### config.mk
export PLATFORM = sky130hd
export DESIGN_NAME = mult_share_arbiter
export DESIGN_NICKNAME = d
export VERILOG_FILES = /design/src/rtl/mult_share_arbiter.sv
export SDC_FILE = /design/constraint.sdc
export NUM_CORES = 1
export LEC_CHECK = 0
export CORE_UTILIZATION = 38
export DETAILED_ROUTE_END_ITERATION = 12
export GPL_TIMING_DRIVEN = 0
export PLACE_DENSITY = 0.81
export SYNTH_ARGS = -nofsm -noshare
export SYNTH_HDL_FRONTEND = slang
export SYNTH_SLANG_ARGS = --single-unit
### constraint.sdc
create_clock -name clk -period 1.7 [get_ports clk]
set_input_delay 0.34 -clock clk [delete_from_list [all_inputs] [get_ports clk]]
set_output_delay 0.34 -clock clk [all_outputs]
set_load 0.05 [all_outputs]
### src/rtl/mult_share_arbiter.sv
// Round-robin arbiter that shares one sequential 8x8 multiplier between NUM_REQ requesters.
// Captures the winner's operands, runs the start/done handshake with a timeout, and returns the product.
module mult_share_arbiter #(
    parameter int NUM_REQ = 4,
    parameter int TIMEOUT = 15
) (
    input  logic                   clk,
    input  logic                   arst_n,
    input  logic [NUM_REQ-1:0]     req,
    input  logic [8*NUM_REQ-1:0]   req_dataa,
    input  logic [8*NUM_REQ-1:0]   req_datab,
    output logic [NUM_REQ-1:0]     gnt,
    output logic [NUM_REQ-1:0]     rsp_valid,
    output logic [15:0]            rsp_product,
    output logic                   rsp_err,
    output logic                   mult_start,
    output logic [7:0]             mult_dataa,
    output logic [7:0]             mult_datab,
    input  logic                   mult_done,
    input  logic [15:0]            mult_product,
    output logic                   busy,
    output logic [1:0]             dbg_state
);

    localparam int PW = (NUM_REQ > 1) ? $clog2(NUM_REQ) : 1;
    localparam logic [7:0] CNT_LAST = 8'(TIMEOUT - 1);
    localparam logic [NUM_REQ-1:0] ONE = {{(NUM_REQ-1){1'b0}}, 1'b1};

    typedef enum logic [1:0] {
        S_IDLE  = 2'd0,
        S_START = 2'd1,
        S_RUN   = 2'd2,
        S_RESP  = 2'd3
    } state_t;

    state_t        state;
    logic [PW-1:0] ptr;
    logic [PW-1:0] owner;
    logic [7:0]    run_cnt;

    logic [PW-1:0] win_idx;
    logic [PW-1:0] cand;
    logic          win_found;
    int            j;

    assign dbg_state = state;

    // Handshake: req is a level held until its gnt pulse is seen; gnt and rsp_valid are
    // one-cycle pulses with no backpressure, so a response is never stalled.
    always_comb begin
        win_idx   = ptr;
        win_found = 1'b0;
        cand      = '0;
        j         = 0;
        for (int i = 0; i < NUM_REQ; i++) begin
            j = int'(ptr) + i;
            if (j >= NUM_REQ) j = j - NUM_REQ;
            cand = PW'(j);
            if (!win_found && req[cand]) begin
                win_found = 1'b1;
                win_idx   = cand;
            end
        end
    end

    always_ff @(posedge clk or negedge arst_n) begin
        if (!arst_n) begin
            state       <= S_IDLE;
            ptr         <= '0;
            owner       <= '0;
            run_cnt     <= '0;
            gnt         <= '0;
            rsp_valid   <= '0;
            rsp_product <= '0;
            rsp_err     <= 1'b0;
            mult_start  <= 1'b0;
            mult_dataa  <= '0;
            mult_datab  <= '0;
            busy        <= 1'b0;
        end else begin
            case (state)
                S_IDLE: begin
                    if (win_found) begin
                        mult_dataa <= req_dataa[{win_idx, 3'b000} +: 8];
                        mult_datab <= req_datab[{win_idx, 3'b000} +: 8];
                        owner      <= win_idx;
                        gnt        <= ONE << win_idx;
                        mult_start <= 1'b1;
                        busy       <= 1'b1;
                        state      <= S_START;
                    end
                end
                S_START: begin
                    gnt        <= '0;
                    mult_start <= 1'b0;
                    run_cnt    <= '0;
                    state      <= S_RUN;
                end
                S_RUN: begin
                    // A done seen on the first RUN cycle may still belong to the previous operation.
                    if (mult_done && run_cnt != 8'd0) begin
                        rsp_product <= mult_product;
                        rsp_err     <= 1'b0;
                        rsp_valid   <= ONE << owner;
                        state       <= S_RESP;
                    end else if (run_cnt == CNT_LAST) begin
                        rsp_product <= '0;
                        rsp_err     <= 1'b1;
                        rsp_valid   <= ONE << owner;
                        state       <= S_RESP;
                    end else begin
                        run_cnt <= run_cnt + 8'd1;
                    end
                end
                S_RESP: begin
                    rsp_valid <= '0;
                    ptr       <= (owner == PW'(NUM_REQ - 1)) ? '0 : owner + PW'(1);
                    busy      <= 1'b0;
                    state     <= S_IDLE;
                end
                default: begin
                    state <= S_IDLE;
                end
            endcase
        end
    end

endmodule

# After elaboration in Yosys (flattened, before gate mapping)
# Cells that the tools add are included.
# word_totals
ff_bits	57
latch_bits	0
mem_bits_rw	0
romBits	0
inputBits	87
output_inout_bits	45
wordCells	103
mem_count	0
# classes
n_addsub	9
multipliers	0
n_div	0
magnitude_cmp	8
n_eq_ne	9
shift	4
muxes	40
bitwise_logic	0
reduce_logical	21
# op_table
operator	n
$shiftx 32x6->8	2
$mux 16	2
$mux 2	12
$mux 8	2
$pmux 4 s2	2
$pmux 8 s2	1
$lt 2x3->1 const B	4
$mux 4	3
$reduce_and 2->1	6
$mux 1	11
$reduce_bool 2->1	5
$ge 3x3->1 const B	3
$add 8x1->8 const B	1
$bmux 1 s2	4
$eq 8x4->1 const B	1
$pmux 2 s4	1
$reduce_bool 8->1	1
$shl 1x2->4 const A	2
$sub 2x1->2 const B	4
$add 2x2->3 const B	2
$eq 2x2->1 const B	3
$ne 2x2->1 const B	3
$logic_and 1x1->1	4
$pmux 1 s2	2
8 further kinds	10

# Logic depth before layout (Yosys ltp)
# depth
ltp_word	17
mapped_depth	7
depth_no_buf	6

# Worst setup path after synthesis
# No wires, ideal clock.
# synth_timing
path_type	reg2reg
from	register state[0] (netlist: dbg_state[0])
to	register mult_dataa[0]
arrival_time_ns	1.936
t_required_ns	1.610
path_slack_ns	-0.326
path_stages_with_launch	8
period_less_slack_ns	2.026
path_cell_list	dfrtp_1 -> inv_1 -> ha_1 -> and2_1 -> clkbuf_1 -> nand4_2 -> buf_2 -> o221ai_1
# synth_between
elab_chain_cells	2
# synth_rtl
item	line	text
start, declared	36	state_t state;
start signal, assigned	68	state <= S_IDLE;
start signal, assigned	90	state <= S_START;
start signal, assigned	97	state <= S_RUN;
$logic_not 2->1	81	case (state)
$reduce_and 2->1 (no source line)	--	
end signal, assigned	84	mult_dataa <= req_dataa[{win_idx, 3'b000} +: 8];
end, declared	17	output logic [7:0] mult_dataa,
# Every way passes these cells.
# A chain may end at the register's enable or synchronous reset.

# Final worst setup path
# layout_timing
from	register run_cnt[7]
to	register run_cnt[4]
# layout_between
elab_chain_cells	4
elab_cells_between_ends	6
cone_classes	eq/ne: 3; reduce/logical: 3
# layout_rtl
item	line	text
start, declared	39	logic [7:0] run_cnt;
start signal, assigned	112	run_cnt <= run_cnt + 8'd1;
$reduce_bool 8->1	101	if (mult_done && run_cnt != 8'd0) begin
$logic_and 1x1->1	101	
$ne 2x2->1 (no source line)	--	
$reduce_and 3->1 (no source line) *	--	
# Mark *: on every way between the ends. The rest lies on a longest branch, timed or not.

==> metrics.md <==
| Metric | Value |
|---|---|
| Leakage | 2.44 nW |
| Ys Warns | 0 |
| Met1 GRT Util | 0.269 |
| Post-synthesis sequential element count | 57 |
| Slew margin rel. | 0.519 |
| GRT Overall Usage | 0.237 |
| Via Count | 3,058 |
| Crit path max fanout | 4 |
| Final #Nets | 558 |
| Final Hold Fails | 0 |
| First-pass GRT wire length | 15,500 um |
| Worst-Margin Slew | 0.721 ns |
| Via-to-Cell Ratio | 5.40 |
| Die width | 91.0 um |
| Setup TNS | -7.73 ns |
| Crit. End Element | flop |
| Layout area overhead | 75.7% |
| GRT overflow | 0 |
| Commonest non-fill, non-tap cell in the layout | clkdlybuf4s50_1 |
| Die Area | 8290 um^2 |
| Fmax | 496 MHz |
| Status | finished, violations left |
| Final setup margin | -0.315 ns |
| H-tree depth | 3 |
| Mux cell area share after synthesis | 0.117 |
| Async S/R FF share, synth | 1.00 |
| Hold WS | 0.0473 ns |
| Share of the synthesized area in the top cell type | 0.473 |
| Gpl congestion | 0.890 |
| Initial antenna violation count | 0 |
| TritonCTS clock tree | built |
| Hold/Removal Path Class | primary input to asynchronous set/reset pin |
| Failing checks | setup timing |
| Reg clk slew, reported paths | 0.07 ns |
| CP delay by family, top | compound AO/OA/AOI/OAI gates |
| Max clock buf depth | 2 |
| Largest net degree at the start of global routing | 32 |
| RSZ-0062 raised after global routing | yes |
| WP buf/inv | 2 |
| Vias in the first global route | 3,183 |
| Most Crowded Layer GR | met2 |
| Fin Clk Skew | 0.00676 ns |
| GRT met3 Usage | 0.0670 |
| DRT iter0 DRCs | 138 |
| Cts hold-fix bufs | 0 |
| Critical path launch point type | flop |
| Worst reg2reg endpoint | run_cnt[4] |
| Core Util, Final | 0.689 |
| Worst-Skew Late Latency | 0.35 ns |
| XOR/XNOR Fraction of Synth Area | 0 |
| Initial Util | 0.392 |
| Slowest CP cell | nor4_4 |
| CP max stage delay | 0.43 ns |
| Highest-count cells in the layout ignoring fill and taps | clkdlybuf4s50_1 (81), dfrtp_1 (52), dlygate4sd2_1 (46) |
| Post-Syn Area | 3010 um^2 |
| R2R depth | 7 |
| Hpwl dp | 6340 um |
| Simple-gate portion of the synthesized area | 0.117 |
| Core area | 7690 um^2 |
| Router iterations before antenna repair | 4 |
| Fin cells | 566 |
| Final ANT Viol Nets | 0 |
| Die Ht | 91.0 um |
| Critical Path AT | 2.25 ns |
| Ratio of cells with drive above 1 in the final layout | 0.254 |
| Final setup viols | 31 |
| Drt total wl | 10,100 um |
| Final Max Tran Viols | 0 |
| Routed wire per std cell | 17.8 um |
| Post-synthesis compound-gate area fraction | 0.200 |
| Synth Flop Type | dfrtp_1 |
| I/O Pins | 132 |
| Max-Cap Viols | 0 |
| Crit-path cells | nor4_4 > a31oi_4 > buf_12 > o21ai_4 > buf_6 > nand3_4 > o311ai_2 |
| Synth Area in Adders | 0.0498 |
| CTS root buffer | clkbuf_8 |
| Final period util | 1.19 |
| Cell taking the most area after synthesis | dfrtp_1 |
| Critical path class | flop to flop |
| Syn Area/Cell | 10.5 um^2 |
| Reg-to-Reg Start | run_cnt[7] |
| Clock sinks | 57 |
| Max VDD drop | 0.00123 V |
| Register area share after synthesis | 0.473 |
| Synth unique cells | 46 |
| Placed Cells | 521 |
| Worst path required time | 1.94 ns |
| Reg-to-reg slack, setup | -0.31 ns |
| Synth top area cells | dfrtp_1 (47%), mux2i_1 (11%), ha_1 (5.0%) |
| Post-synth EDFFs | 0 |
| TritonCTS buffer count | 9 |
| IO buf count | 131 |
| Cell count after synthesis | 287 |
| Power per cell area | 1860 nW/um^2 |
| Inserted Diodes | 0 |
| Synthesized Nets | 386 |
| Row count | 32 |
| Fin crit period | 2.01 ns |
| GR Util met2 | 0.427 |
| Largest family of logic cells by synthesized area | compound AO/OA/AOI/OAI gates |
| Drt drc | 0 |
## cells in the mapped netlist (all sizes together) (2+ instances only)
library cell	n
o221ai	16
ha	12
nand3	6
a32oi	2
dfrtp	57
nor2	13
mux2	2
nor2b	3
o311ai	4
clkbuf	8
a22o	16
o41ai	5
nor4	2
nand2b	5
inv	14
o21ai	16
nand2	32
mux2i	33
a31o	2
and2	3
nand4	3
a21oi	5
buf	9
o21bai	2
## sequential cells by signal, indices dropped and copies added (netlist names)
signal	count
mult_start	1
rsp_valid	4
dbg_state	2
busy	1
run_cnt	8
gnt	4
owner	2
mult_datab	8
rsp_product	16
ptr	2
mult_dataa	8
rsp_err	1
## report_power, final
part / leakage [nW] / internal (mW) / switching [mW] / total [mW]
Sequential: 0.720 / 1.95 / 0.427 / 2.38
Clock: 0.107 / 0.796 / 0.549 / 1.35
Combinational: 1.62 / 2.24 / 3.86 / 6.10
## per-layer routing
| layer | vias up | share of wire |
|---|---|---|
| met5 | - | 0 |
| met4 | 0 | 0.031 |
| met3 | 30 | 0.055 |
| met2 | 113 | 0.53 |
| met1 | 1503 | 0.38 |
| li1 | 1412 | - |
## final cells by class
type,instances,area [um^2]
flip-flops and latches,57,1430
fillers,576,2390
inverters,14,57.6
clock inverters,2,35.0
multi-input cells,199,1770
clock buffers,14,173
well taps,102,128
repair buffers,164,1570
plain buffers,14,130
## cell families (layout without fill, tap and decap cells)
kind of cell / Yosys count / in the layout
buffers and inverters: 31 / 208
AND/OR/NAND/NOR: 73 / 73
flip-flops: 57 / 57
AO/OA/AOI/OAI: 79 / 79
adder cells (fa/ha/maj): 12 / 12
multiplexers: 35 / 35
## worst max path at each step
stage,start,to,cells after the start
2_1_floorplan,run_cnt[4],run_cnt[7],5
3_3_place_gp,arst_n,dbg_state[1],1
3_5_place_dp,req[2],mult_datab[5],8
4_1_cts,run_cnt[7],dbg_state[1],6
5_1_grt,run_cnt[6],run_cnt[4],7
6_report,run_cnt[7],run_cnt[4],7
## metrics by stage
stage	setup WS (ns)	area, um^2	power [mW]
after global placement	-1.67	4500	7.73
after detailed placement	-0.794	4510	7.87
final	-0.315	5290	9.83
after global routing	-0.366	5290	10.3
after floorplan	-0.0342	3060	6.01
after CTS	-0.172	5140	9.62
## repair_timing
| action | CTS | global route |
|---|---|---|
| pin swaps | 26 | 17 |
| gates cloned | 5 | 0 |
| endpoints found under the setup margin | 100 | 51 |
| buffers inserted | 18 | 10 |
| gates resized for setup | 125 | 33 |
| endpoints found under the hold margin | 0 | 0 |
## worst reg2reg max path: stages, from the launching register on
cell and delay, ns:
dfrtp_1 0.42, nor4_4 0.43, a31oi_4 0.19, buf_12 0.17
o21ai_4 0.22, buf_6 0.16, nand3_4 0.07, o311ai_2 0.26
No activity file was read; power rests on OpenSTA's default activity.
==> RTL change 1: new RTL, same flow settings <==
The parameter `NUM_REQ` goes from 4 to 8.
--- a/src/rtl/mult_share_arbiter.sv
+++ b/src/rtl/mult_share_arbiter.sv
@@ -1,7 +1,7 @@
 // Round-robin arbiter that shares one sequential 8x8 multiplier between NUM_REQ requesters.
 // Captures the winner's operands, runs the start/done handshake with a timeout, and returns the product.
 module mult_share_arbiter #(
-    parameter int NUM_REQ = 4,
+    parameter int NUM_REQ = 8,
     parameter int TIMEOUT = 15
 ) (
     input  logic                   clk,
Ports: changed (5 resized); port bits go from 132 to 208. The function was not compared with the original's and may differ.
==> RTL change 1 against the unedited design <==
  * The run still ends with negative setup slack left
  * Sequential cell count grew 10
  * Synthesized area increased by 80%
  * Worst hold slack improved by 0.076 ns
  * Wire length increased by 130%
  * Via count rose by 110%
  * First-iteration DRC count grew to 4.3 times the old value
  * Die area up 78%
  * Core utilization increased by 1.6 points
  * Cell area grew 85%
  * Worst setup slack got worse by 1.7 ns
  * Critical path type unchanged
Power is not shown: default switching activity piles up to over one toggle a cycle in this logic, so the estimate is an artifact.
==> RTL change 1: results (changes against the unedited design) <==
[cts] later-pin clock latency in the skew report 0.33 ns [-0.02 ns]
[setup_path] endpoint of the worst register-to-register path mult_datab[4]
[placement] routability-driven placement congestion ratio 0.913 [+2.5%]
[yosys] portion of netlist area occupied by mux cells 10.2% [-1.5 points]
[sta] Setup Viol. Count Final 64 [+110%]
[route] routed metal-1 wirelength 8960 microns [+130%]
[yosys] net count after synthesis 759 [+97%]
[setup_path] slowest cell on the critical path sky130_fd_sc_hd__mux4_2
[yosys] most instantiated cells after synthesis sky130_fd_sc_hd__nand3_1, sky130_fd_sc_hd__dfrtp_1, sky130_fd_sc_hd__nand2_1, sky130_fd_sc_hd__o21ai_0, sky130_fd_sc_hd__nor2_1
[placement] number of buffers inserted by port buffering 207 [+58%]
[route] met2 wire length 11,200 microns [+110%]
[placement] DP Wirelength 15,000 microns [+140%]
[cells_and_area] layout cell share with drive strength beyond 1 36.1% [+11 points]
[cells_and_area] final-stage net count 1,041 [+87%]
[yosys] largest cells by area after synthesis sky130_fd_sc_hd__dfrtp_1, sky130_fd_sc_hd__nand3_1, sky130_fd_sc_hd__mux4_2
[route] first drt pass iteration count 5 [+1]
[global_routing] largest net degree at the start of global routing 68 [+110%]
[cts] root buffer cell sky130_fd_sc_hd__clkbuf_16
[sta] Final WS setup -2.04 ns [-1.72 ns]
[placement] Area after DPL 7980 sq um [+77%]
[cells_and_area] fill cell count 993 [+72%]
[outcome] status finished, violations left
[route] total via count in the routed design 6,297 [+110%]
[placement] pre-CTS setup slack -2.59 ns [-1.80 ns]
[yosys] compound-cell area share of the yosys netlist 25.9% [+5.9 points]
[yosys] sequential fraction of the synthesis area 30.9% [-16 points]
[sta] sum of negative setup slack -64.66 ns [-56.94 ns]
[placement] DP Cell Count 975 [+87%]
[sta] Slew @ Worst Pin 0.874 ns [+0.153 ns]
[setup_path] capture point of the critical path mult_datab[4]
[global_routing] total track usage 28.6% [+4.9 points]
[route] met3 WL 1820 microns [+230%]
[sta] clock skew after layout 0.00617 ns [-0.000596 ns]
[outcome] violated checks negative setup slack
[sta] final hold slack 0.123 ns [+0.0761 ns]
[cells_and_area] number of cells in the finished layout apart from fillers 1,055 [+86%]
[setup_path] longest individual stage delay on the worst path 0.56 ns [+0.13 ns]
[setup_path] worst r2r path cells 15 [+8]
[setup_path] kind of cell with the highest combined delay on the critical path multiplexers
[yosys] post-synth cell types 74 [+61%]
[setup_path] critical path fanouts, max 8 [+4]
## RTL change 1: worst register-to-register path, cell delays in order, from the launching register on
cell and delay [ns]:
sky130_fd_sc_hd__dfrtp_2 0.42, sky130_fd_sc_hd__buf_8 0.12, sky130_fd_sc_hd__buf_12 0.10, sky130_fd_sc_hd__clkinvlp_4 0.12
sky130_fd_sc_hd__ha_4 0.33, sky130_fd_sc_hd__mux4_2 0.56, sky130_fd_sc_hd__mux2_4 0.34, sky130_fd_sc_hd__nor2_4 0.14
sky130_fd_sc_hd__and4_4 0.30, sky130_fd_sc_hd__a211o_1 0.15, sky130_fd_sc_hd__buf_6 0.14, sky130_fd_sc_hd__nand2_8 0.07
sky130_fd_sc_hd__buf_6 0.14, sky130_fd_sc_hd__or3_1 0.32, sky130_fd_sc_hd__a32oi_2 0.29, sky130_fd_sc_hd__o31ai_2 0.08
## RTL change 1: repair_timing
item	CTS	global route
endpoints found under the setup margin	117	64
endpoints found under the hold margin	0	0
hold buffers	0	0
gates cloned	4	2
gates resized for setup	166	116
pin swaps	49	70
setup buffers	36	26
## RTL change 1: layout make-up
class | count | area share (%)
well taps | 180 | 2.30
plain buffers | 45 | 5.32
repair buffers | 273 | 27.2
clock inverters | 6 | 0.652
multi-input cells | 450 | 43.9
clock buffers | 10 | 2.44
inverters | 24 | 0.972
flip-flops and latches | 67 | 17.2
## RTL change 1: metal layers
layer  vias to the layer above  global-route usage [%]
met1                      3036                    37.1
met2                       401                    47.2
met5                         -                       0
met3                        60                    5.40
met4                         0                    9.95
li1                       2800                       -
## RTL change 1: cells by family after synthesis
logic type      Yosys count
mux                      37
compound gates          179
xor+xnor                  6
buf+inv                  71
flops                    67
simple gates            212
fa+ha+maj                16
==> RTL change 2: new RTL, same settings <==
Without the edit above. Put one more register stage on the output `dbg_state`, with the module's reset. The value now appears one clock later. The other outputs are not delayed to match.
--- a/src/rtl/mult_share_arbiter.sv
+++ b/src/rtl/mult_share_arbiter.sv
@@ -43,7 +43,13 @@
     logic          win_found;
     int            j;
 
-    assign dbg_state = state;
+    always_ff @(posedge clk or negedge arst_n) begin
+        if (!arst_n) begin
+            dbg_state <= '0;
+        end else begin
+            dbg_state <= state;
+        end
+    end
 
     // Handshake: req is a level held until its gnt pulse is seen; gnt and rsp_valid are
     // one-cycle pulses with no backpressure, so a response is never stalled.
Behaviour: not the same (Yosys sat finds a counterexample within 4 cycles, from zero or initial values and one cycle with arst_n low).
==> RTL change 2 against the unedited design <==
  * Highest routed layer unchanged
  * Wire length up 12%
  * Final cell count grew 5.1%
  * Synthesized area increased by 4.7%
  * Cell area increased by 5.3%
  * Worst setup slack improved by 0.15 ns
  * Worst hold slack better by 0.0019 ns
  * Total power increased by 10%
  * First-iteration DRC count up 25%
  * Core utilization is 1.8 points higher
  * The flow still finishes with violations (negative setup slack)
  * Combinational power grew 12%
  * Sequential cell count is 2 higher
==> RTL change 2: results (changes against the unedited design) <==
[outcome] status finished, violations left
[outcome] violated checks negative setup slack
[placement] DP Cell Count 550 [+5.6%]
[route] detailed-route wire length per cell 18.9 microns [+6.1%]
[setup_path] arrival time reported for the critical path endpoint 2.08 ns [-0.17 ns]
[placement] DP Wirelength 6740 microns [+6.3%]
[global_routing] global routing usage on met2 42.0% [-0.64 points]
[yosys] post-synthesis cell count 318 [+11%]
[sta] Slew @ Worst Pin 0.705 ns [-0.0160 ns]
[sta] Setup Viol. Count Final 45 [+45%]
[placement] number of buffers inserted by port buffering 129 [-1.5%]
[sta] Final WS setup -0.161 ns [+0.154 ns]
[pwr] VDD IR-drop max 0.000951 V [-23%]
[setup_path] critical path fanouts, max 5 [+1]
[pwr] static power due to leakage 2.51 nW [+2.5%]
[cells_and_area] fill cell count 554 [-3.8%]
[placement] Area after DPL 4620 sq um [+2.3%]
[global_routing] met1 usage in global routing 27.5% [+0.55 points]
[yosys] sequential fraction of the synthesis area 46.8% [-0.54 points]
[yosys] largest cells by area after synthesis sky130_fd_sc_hd__dfrtp_1, sky130_fd_sc_hd__a22o_1, sky130_fd_sc_hd__ha_1
[cells_and_area] number of cells in the finished layout apart from fillers 595 [+5.1%]
[cells_and_area] final-stage net count 587 [+5.2%]
[cells_and_area] layout cell share with drive strength beyond 1 31.2% [+5.8 points]
[sta] clock skew after layout 0.0126 ns [+0.00584 ns]
[global_routing] met3 global-route usage 7.40% [+0.70 points]
[RTL change 2: path summary, 6_finish.rpt]
kind | from | to | slack, ns | depth (start not counted)
min in group clk | state[1] | dbg_state[1] | 0.45 | 0
setup reg to reg | ptr[0] | mult_dataa[6] | -0.16 | 9
hold / removal | arst_n | rsp_product[3] | 0.05 | 1
max in group asynchronous | arst_n | ptr[1] | 1.04 | 2
setup / recovery | ptr[0] | mult_dataa[6] | -0.16 | 9
hold reg to reg | state[1] | dbg_state[1] | 0.45 | 0
[RTL change 2: area by class of cell]
cell class	instances	area [sq um]	share of cell area, %
clock buffer	10	138	2.47
tap	102	128	2.29
timing repair buffer	161	1560	28.0
inverter	10	37.5	0.673
sequential	59	1480	26.6
buffer	18	170	3.05
clock inverter	6	113	2.02
multi-input combinational	229	1950	34.9
[RTL change 2: kinds of logic after synthesis]
logic type,synth area share (%)
flip-flops,46.8
multiplexers,6.55
AND/OR/NAND/NOR,15.0
AO/OA/AOI/OAI,21.3
adder cells (fa/ha/maj),4.76
XOR/XNOR,0.833
buffers and inverters,4.72
[RTL change 2: timing repair]
item | CTS | global route
hold buffers | 0 | 0
pin swaps | 22 | 44
resized for setup | 119 | 78
endpoints found under the setup margin | 99 | 52
cloned | 4 | 1
setup buffers | 18 | 8
[RTL change 2: critical path: stages, from the launching register on]
cell                      delay, ns
sky130_fd_sc_hd__dfrtp_1       0.44
sky130_fd_sc_hd__buf_6         0.15
sky130_fd_sc_hd__nor2b_4       0.14
sky130_fd_sc_hd__nor2_4        0.07
sky130_fd_sc_hd__a22o_1        0.22
sky130_fd_sc_hd__buf_6         0.14
sky130_fd_sc_hd__buf_12        0.14
sky130_fd_sc_hd__mux2_4        0.30
sky130_fd_sc_hd__nand2_2       0.08
sky130_fd_sc_hd__a21oi_2       0.05
[RTL change 2: through the flow]
step                      setup TNS (ns)  setup slack (ns)  utilization [%]
final                              -3.52            -0.161             70.7
after global routing               -6.60            -0.208             70.7
after CTS                          -1.90            -0.134             66.5
after detailed placement          -19.85            -0.681             58.5
after global placement           -110.37             -1.57             58.3
after floorplan                        0           0.00320                -
[RTL change 2: per-layer routing]
layer	part of all wire, %	wire [microns]
met1	38	4230
met2	52	5880
met3	6.7	747
met4	3.2	362
met5	0	0
[RTL change 2: power breakdown]
part / internal, mW / leakage, nW / switching (mW) / total, mW
Sequential: 2.02 / 0.727 / 0.406 / 2.43
Clock: 1.02 / 0.126 / 0.582 / 1.60
Combinational: 2.66 / 1.65 / 4.16 / 6.81
